--- src/rtl/irq_pkg.sv ---
// Shared sizing, types and saturating-add helper for the interrupt pending latch.
package irq_pkg;

  localparam int unsigned N_REQ = 4;
  localparam int unsigned IDX_W = $clog2(N_REQ);
  localparam int unsigned CNT_W = 8;

  typedef logic [N_REQ-1:0] req_t;
  typedef logic [IDX_W-1:0] idx_t;
  typedef logic [CNT_W-1:0] cnt_t;

  localparam cnt_t CntMax = '1;

  // Adds the number of set bits in drops to base, clamping at CntMax.
  function automatic cnt_t sat_add(cnt_t base, req_t drops);
    logic [CNT_W:0] sum;
    sum = {1'b0, base};
    for (int i = 0; i < int'(N_REQ); i++) begin
      sum = sum + {{CNT_W{1'b0}}, drops[i]};
    end
    if (sum > {1'b0, CntMax}) begin
      return CntMax;
    end
    return sum[CNT_W-1:0];
  endfunction

endpackage

--- src/rtl/rise_detect.sv ---
// Rising-edge detector for a request vector; REQ_SYNC_EN adds a 2-flop synchronizer in front.
module rise_detect
  import irq_pkg::*;
#(
  parameter int unsigned Width = N_REQ
) (
  input  logic             clk,
  input  logic             rst,
  input  logic [Width-1:0] req_i,
  output logic [Width-1:0] rise_o
);

  logic [Width-1:0] req_s;
  logic [Width-1:0] prev_d, prev_q;

`ifdef REQ_SYNC_EN
  logic [Width-1:0] sync1_d, sync1_q;
  logic [Width-1:0] sync2_d, sync2_q;

  always_comb begin
    sync1_d = req_i;
    sync2_d = sync1_q;
  end

  always_ff @(posedge clk) begin
    if (rst) begin
      sync1_q <= '0;
      sync2_q <= '0;
    end else begin
      sync1_q <= sync1_d;
      sync2_q <= sync2_d;
    end
  end

  assign req_s = sync2_q;
`else
  assign req_s = req_i;
`endif

  always_comb begin
    prev_d = req_s;
  end

  // prev resets low so a line held high through reset still yields an edge.
  always_ff @(posedge clk) begin
    if (rst) begin
      prev_q <= '0;
    end else begin
      prev_q <= prev_d;
    end
  end

  assign rise_o = req_s & ~prev_q;

endmodule

--- src/rtl/irq_pending_latch.sv ---
// Sticky, maskable interrupt pending bits with ack-by-index clear and a saturating drop counter.
// Optional REQ_SYNC_EN inserts a 2-flop request synchronizer (latency 3 instead of 1).
module irq_pending_latch
  import irq_pkg::*;
(
  input  logic             clk,
  input  logic             rst,
  input  logic [N_REQ-1:0] req,
  input  logic             mask_we,
  input  logic [N_REQ-1:0] mask_in,
  input  logic             ack,
  input  logic [IDX_W-1:0] ack_idx,
  output logic [N_REQ-1:0] pending,
  output logic [N_REQ-1:0] raw_pending,
  output logic             any_pending,
  output logic [CNT_W-1:0] drop_count
);

  req_t rise;
  req_t clr;
  req_t drop;
  req_t raw_d, raw_q;
  req_t mask_d, mask_q;
  cnt_t cnt_d, cnt_q;

  rise_detect #(
    .Width(N_REQ)
  ) u_rise_detect (
    .clk   (clk),
    .rst   (rst),
    .req_i (req),
    .rise_o(rise)
  );

  // Out-of-range indices match no line and are therefore ignored.
  always_comb begin
    clr = '0;
    for (int i = 0; i < int'(N_REQ); i++) begin
      clr[i] = ack && (ack_idx == idx_t'(i));
    end
  end

  // A set on the same edge as a clear wins and is not a drop.
  always_comb begin
    drop  = rise & raw_q & ~clr;
    raw_d = (raw_q & ~clr) | rise;
    cnt_d = sat_add(cnt_q, drop);
  end

  always_comb begin
    mask_d = mask_q;
    if (mask_we) begin
      mask_d = mask_in;
    end
  end

  always_ff @(posedge clk) begin
    if (rst) begin
      raw_q  <= '0;
      mask_q <= '1;
      cnt_q  <= '0;
    end else begin
      raw_q  <= raw_d;
      mask_q <= mask_d;
      cnt_q  <= cnt_d;
    end
  end

  assign raw_pending = raw_q;
  assign pending     = raw_q & mask_q;
  assign any_pending = |(raw_q & mask_q);
  assign drop_count  = cnt_q;

endmodule

--- config.mk ---
export PLATFORM = sky130hd
export DESIGN_NAME = irq_pending_latch
export DESIGN_NICKNAME = d
export VERILOG_FILES = /design/src/rtl/irq_pkg.sv /design/src/rtl/rise_detect.sv /design/src/rtl/irq_pending_latch.sv
export SDC_FILE = /design/constraint.sdc
export NUM_CORES = 1
export LEC_CHECK = 0
export CAP_MARGIN = 20
export CORE_UTILIZATION = 25
export CTS_CLUSTER_DIAMETER = 80
export DETAILED_ROUTE_END_ITERATION = 8
export PLACE_DENSITY = 0.55
export SLEW_MARGIN = 20
export SYNTH_ARGS = -nofsm -noshare
export SYNTH_HDL_FRONTEND = slang
export SYNTH_SLANG_ARGS = --single-unit
--- constraint.sdc ---
create_clock -name clk -period 3.7 [get_ports clk]
set_clock_uncertainty 0.15 [all_clocks]
set_input_delay 0.555 -clock clk [delete_from_list [all_inputs] [get_ports clk]]
set_output_delay 0.555 -clock clk [all_outputs]
set_load 0.02 [all_outputs]
* Word level (Yosys, flattened, before mapping)
Cells that the tools add are included.
** Word-level totals
- Word-level logic and storage cells :: 29
- Flip-flop bits (word level) :: 20
- Output and inout bits :: 17
- Input port bits :: 14
** Cells by class
- Bitwise gates (word level) :: 8
- Equality and inequality tests :: 3
- Reductions and logical operators :: 6
- Order comparisons :: 1
- Add/sub/neg operators :: 4
- Muxes and demuxes :: 3
** Operators with widths (number)
- 9-bit by 1-bit adder with 9-bit output :: 3
- 4-bit AND :: 5
- 8-bit two-way mux :: 2
- 8-bit by 1-bit adder with 9-bit output :: 1
- 9-bit by 8-bit greater-than comparator with 1-bit output, second input constant :: 1
- 4-bit inverter :: 2
- 2-bit == test, second input constant :: 2
- 1-bit logical AND :: 4
- 4-bit OR :: 1
- 4-bit OR reduction :: 1
- 2-bit by 1-bit == test with 1-bit output, second input constant :: 1
- 2-bit logical NOT :: 1
- 1-bit two-way mux :: 1

* Depth between registers and ports, before layout
- Word-level depth :: 11
- Mapped depth :: 11
- Depth with buffers taken out :: 11

* Modules after synthesis
A second synthesis with hierarchy kept.
** Second synthesis, totals
- Cell total of the unflattened synthesis :: 94
- Area total of the unflattened synthesis :: 922.1 µm²
** By module, submodules not included
- irq_pending_latch :: area an instance 782.0 µm², times used 1, seq. area each 320.3 µm², cells each 82
- rise_detect :: area an instance 140.1 µm², times used 1, seq. area each 80.1 µm², cells each 12

* Least setup slack after synthesis
OpenSTA, ideal clock, no wires.
- Kind :: input to register
- Start :: in ack_idx[1]
- End :: reg cnt_q[6] (netlist: drop_count[6])
- Setup slack :: 675 ps
- Setup time :: 132 ps
- Buffers on the path :: 0
- Data required time :: 3418 ps
- Cell stages on the path :: 10
- Arrival :: 2743 ps
- Cells stage by stage :: nand2b_1 > o21ai_0 > or2_2 > fa_1 > fa_1 > inv_1 > fa_1 > and4_4 > and4b_2 > nor3_1
** On the way
- Word-level cells in the longest chain between the ends :: 11
- Elaborated cells between the ends (all ways) :: 17
- Those cells by class :: 4 x add/sub; 1 x order compare; 3 x eq/ne; 2 x mux; 2 x bitwise; 5 x reduce/logical
** Ends and longest elaborated chain
- start: declaration :: RTL line irq_pending_latch.sv:12 : input logic [IDX_W-1:0] ack_idx,
- 2-bit logical NOT :: RTL line irq_pending_latch.sv:39 : clr[i] = ack && (ack_idx == idx_t'(i));
- 1-bit logical AND :: RTL line irq_pending_latch.sv:39
- 4-bit inverter (*) :: RTL line irq_pending_latch.sv:45 : drop = rise & raw_q & ~clr;
- 4-bit AND (*) :: RTL line irq_pending_latch.sv:45
- 8-bit by 1-bit adder with 9-bit output :: RTL line irq_pkg.sv:19 : sum = sum + {{CNT_W{1'b0}}, drops[i]};
- 9-bit by 1-bit adder with 9-bit output (2 in a row) :: RTL line irq_pkg.sv:19
- 9-bit by 1-bit adder with 9-bit output (*) :: RTL line irq_pkg.sv:19
- 9-bit by 8-bit greater-than comparator with 1-bit output :: RTL line irq_pkg.sv:21 : if (sum > {1'b0, CntMax}) begin
- 1-bit two-way mux :: RTL line irq_pkg.sv:21
- 8-bit two-way mux (*) :: RTL line irq_pkg.sv:24 : return sum[CNT_W-1:0];
- end signal: assignment :: RTL line irq_pending_latch.sv:65 : cnt_q <= cnt_d;
- end: declaration :: RTL line irq_pending_latch.sv:24 : cnt_t cnt_d, cnt_q;
Every way passes the cells marked *; elsewhere a longest branch is shown, timed or not.
A chain may end at the register's enable or synchronous reset.

* Worst setup path in the final report
Same ends and word-level chain as after synthesis.

==> results.cfg <==
[route]
routed_wl_um = 1870
routed_via_density = 4.42
drt_iter0_markers = 20
vias = 752
wl_per_cell_um = 11.0
dr.pass1.iters = 4
remaining_drc_errors = 0
ant_nets = 0

[power_and_ir_drop]
switching_power_w = 0.000116
netSwitchingFraction = 0.254
power.leakage_nw = 0.489
p_comb_frac = 0.212
seqPwrFrac = 0.516
intPower_w = 0.000340
vdd_drop_max_uv = 89.6
clockPowerShare = 0.271
finalPower_w = 0.000456
pwr_density_cell_nw_per_um2 = 353

[setup_path]
max_stage_delay_ns = 0.50
rr_endpoint = drop_count[6]
crit_family = adder cells
crit_path_end_kind = flip-flop
rr_startpoint = raw_pending[0]
start_kind = primary input
path_max_fanout = 4
r2r_cells = 9
critPathBufInv = 2
worstPathCellList = clkdlybuf4s50_1 > nand2b_1 > o21ai_0 > or2_2 > fa_1 > fa_1 > inv_1 > fa_1 > and4_4 > and4b_2 > nor3_1
ff2ff_setup_slack_ns = 0.84
slowest_stage = clkdlybuf4s50_1
path_class = primary input to flip-flop
arrival_ns = 3.38
cp_common_cell = fa_1
required_ns = 3.70

[logic_synthesis]
synth_top_family_by_area = simple AND/OR/NAND/NOR gates
synthSimpleGateAreaFrac = 0.269
synth-adder-area-share = 0.0803
ys.flop_type = dfxtp_1
synth_fp_nets = 110
ys_ff_latch = 20
synthCells = 92
yosys.cell_types.count = 26
ys.warnings.count = 0
synth_mux_area_frac = 0
synth-edff-count = 0
ys_seq_area_frac = 0.443
syn_area_per_cell_sq_um = 9.82
syn_area_sq_um = 903
synth_compound_area_frac = 0.150
synthXorXnorAreaFrac = 0.0291
async_flop_share = 0

[clock_tree]
post_cts_buffers = 0
clockRootBuffer = clkbuf_4
path_clk_slew_ns = 0.11
htreeDepth = 1
insertion_delay_ns = 0.29
cts_buffers = 3
clk_path_buf_depth = 2
cts_repair_resize_count = 0
cts_tree = done
cts.sinks = 20
ctsHoldBuffers = 0

[grt]
grt_max_degree = 21
grt_use_total = 0.105
grt_pass1_vias = 759
antenna_found_initial = 0
grt-ovfl-total = 0
grt_pass1_wl_um = 3260

[min_path]
worstHoldStart = u_rise_detect.prev_q[2]
worstHoldEndpoint = raw_pending[2]
hold_class = flip-flop to flip-flop
holdPathStages = 2

[final_layout]
area_growth_pct = 42.8
drive_gt1_frac = 0.113
fin_area_sq_um = 1290
diodes = 0
nets = 143

[sta]
hold_viol = 0
tightest_slew_ns = 0.729
fin_tns_setup_ns = 0
finalSetupViolCount = 0
hold_ws_ns = 0.367
fmax_ghz = 0.297
rsz0062_at_grt = false
slew-limit-headroom = 0.513
fin_crit_ns = 3.37
finalCritPeriodShare = 0.911
maxSlewViolCount = 0

[floorplanning]
dieHeight_um = 62.1
initial_core_util = 0.267
boundaryPins = 31
coreArea_sq_um = 3390
die_area_sq_um = 3860
rows = 21
die_w_um = 62.1

[place]
placed_cell_area_sq_um = 1250
placement.io_buffers = 30
gp_congestion = 0.743
post-dp-hpwl_um = 1430

[run]
drv_cap = 0

[outcome]
status = finished clean
==> metal layers <==
metal | wire (um) | part of all wire | track usage | vias to the layer above
li1 | - | - | - | 378
met1 | 873 | 0.47 | 0.120 | 348
met2 | 824 | 0.44 | 0.176 | 24
met3 | 150 | 0.080 | 0.0368 | 2
met4 | 23 | 0.012 | 0.0436 | 0
met5 | 0 | 0 | 0 | -
==> cell families after synthesis <==
group                    Yosys count
AO/OA/AOI/OAI                     21
XOR/XNOR                           3
AND/OR/NAND/NOR                   37
flip-flops                        20
buffers and inverters              7
adder cells (fa/ha/maj)            4
==> registers in the layout, indices dropped and copies added (netlist names) <==
name / count
drop_count: 8
mask_q: 4
raw_pending: 4
u_rise_detect.prev_q: 4
==> power groups by stage <==
stage               sequential, W  combinational [W]  clock, W
global placement         0.000241          0.0000961         0
finish                   0.000235          0.0000968  0.000124
detailed placement       0.000241          0.0000981         0
global route             0.000238           0.000107  0.000140
CTS                      0.000236          0.0000985  0.000129
floorplan                0.000248          0.0000418         0
==> cell usage after synthesis (2+ instances only) <==
cell type  instances  area share
and2_1             4       0.028
o21ai_0            5       0.028
or2_2              3       0.021
nand2b_1           4       0.028
a211o_1            4       0.039
inv_1              5       0.021
nor3_1             3       0.017
nor2b_1            9       0.062
nor2_1             2      0.0083
dfxtp_1           20        0.44
clkbuf_1           2      0.0083
fa_1               3       0.066
xor2_1             2       0.019
nand2_1            2      0.0083
a21oi_1           10       0.055
nand3_1            4       0.022
==> area by class of cell <==
class                   count  area (sq um)
fillers                   337          2100
multi-input cells          65           477
flip-flops and latches     20           400
repair buffers             30           300
well taps                  46          57.6
clock buffers               4          36.3
inverters                   5          18.8
==> placed cells by master (no fill, tap or decap), drive strengths merged <==
cell type / n
a211o: 4
a21oi: 10
and2: 4
and3: 1
and4: 1
and4b: 1
clkbuf: 4
clkdlybuf4s50: 30
dfxtp: 20
fa: 3
ha: 1
inv: 5
nand2: 2
nand2b: 4
nand3: 4
nand4: 1
nor2: 2
nor2b: 10
nor3: 3
o2111ai: 1
o21ai: 5
o21ba: 1
or2: 3
or4: 1
xnor2: 1
xor2: 2
==> worst register-to-register path: stages (launching register included) <==
cell and delay (ns):
dfxtp_1 0.36, o21ai_0 0.10, or2_2 0.32, fa_1 0.49, fa_1 0.47, inv_1 0.09, fa_1 0.22, and4_4 0.26
and4b_2 0.21, nor3_1 0.04
==> worst max-delay path by stage <==
stage                    start       endpoint  cells past startpoint
floorplan           ack_idx[1]  drop_count[6]                     10
global placement    ack_idx[1]  drop_count[6]                     11
detailed placement  ack_idx[1]  drop_count[6]                     11
CTS                 ack_idx[1]  drop_count[6]                     11
global route        ack_idx[1]  drop_count[1]                     11
finish              ack_idx[1]  drop_count[6]                     11
==> metrics by stage <==
step | cells | setup WS (ns) | util
final | 170 | 0.329 | 0.381
after global routing | 170 | 0.144 | 0.381
after CTS | 170 | 0.325 | 0.381
after detailed placement | 166 | 0.0210 | 0.370
after global placement | 166 | 0.0659 | 0.370
after floorplan | 92 | 0.675 | -
No activity file was read; power rests on OpenSTA's default activity.
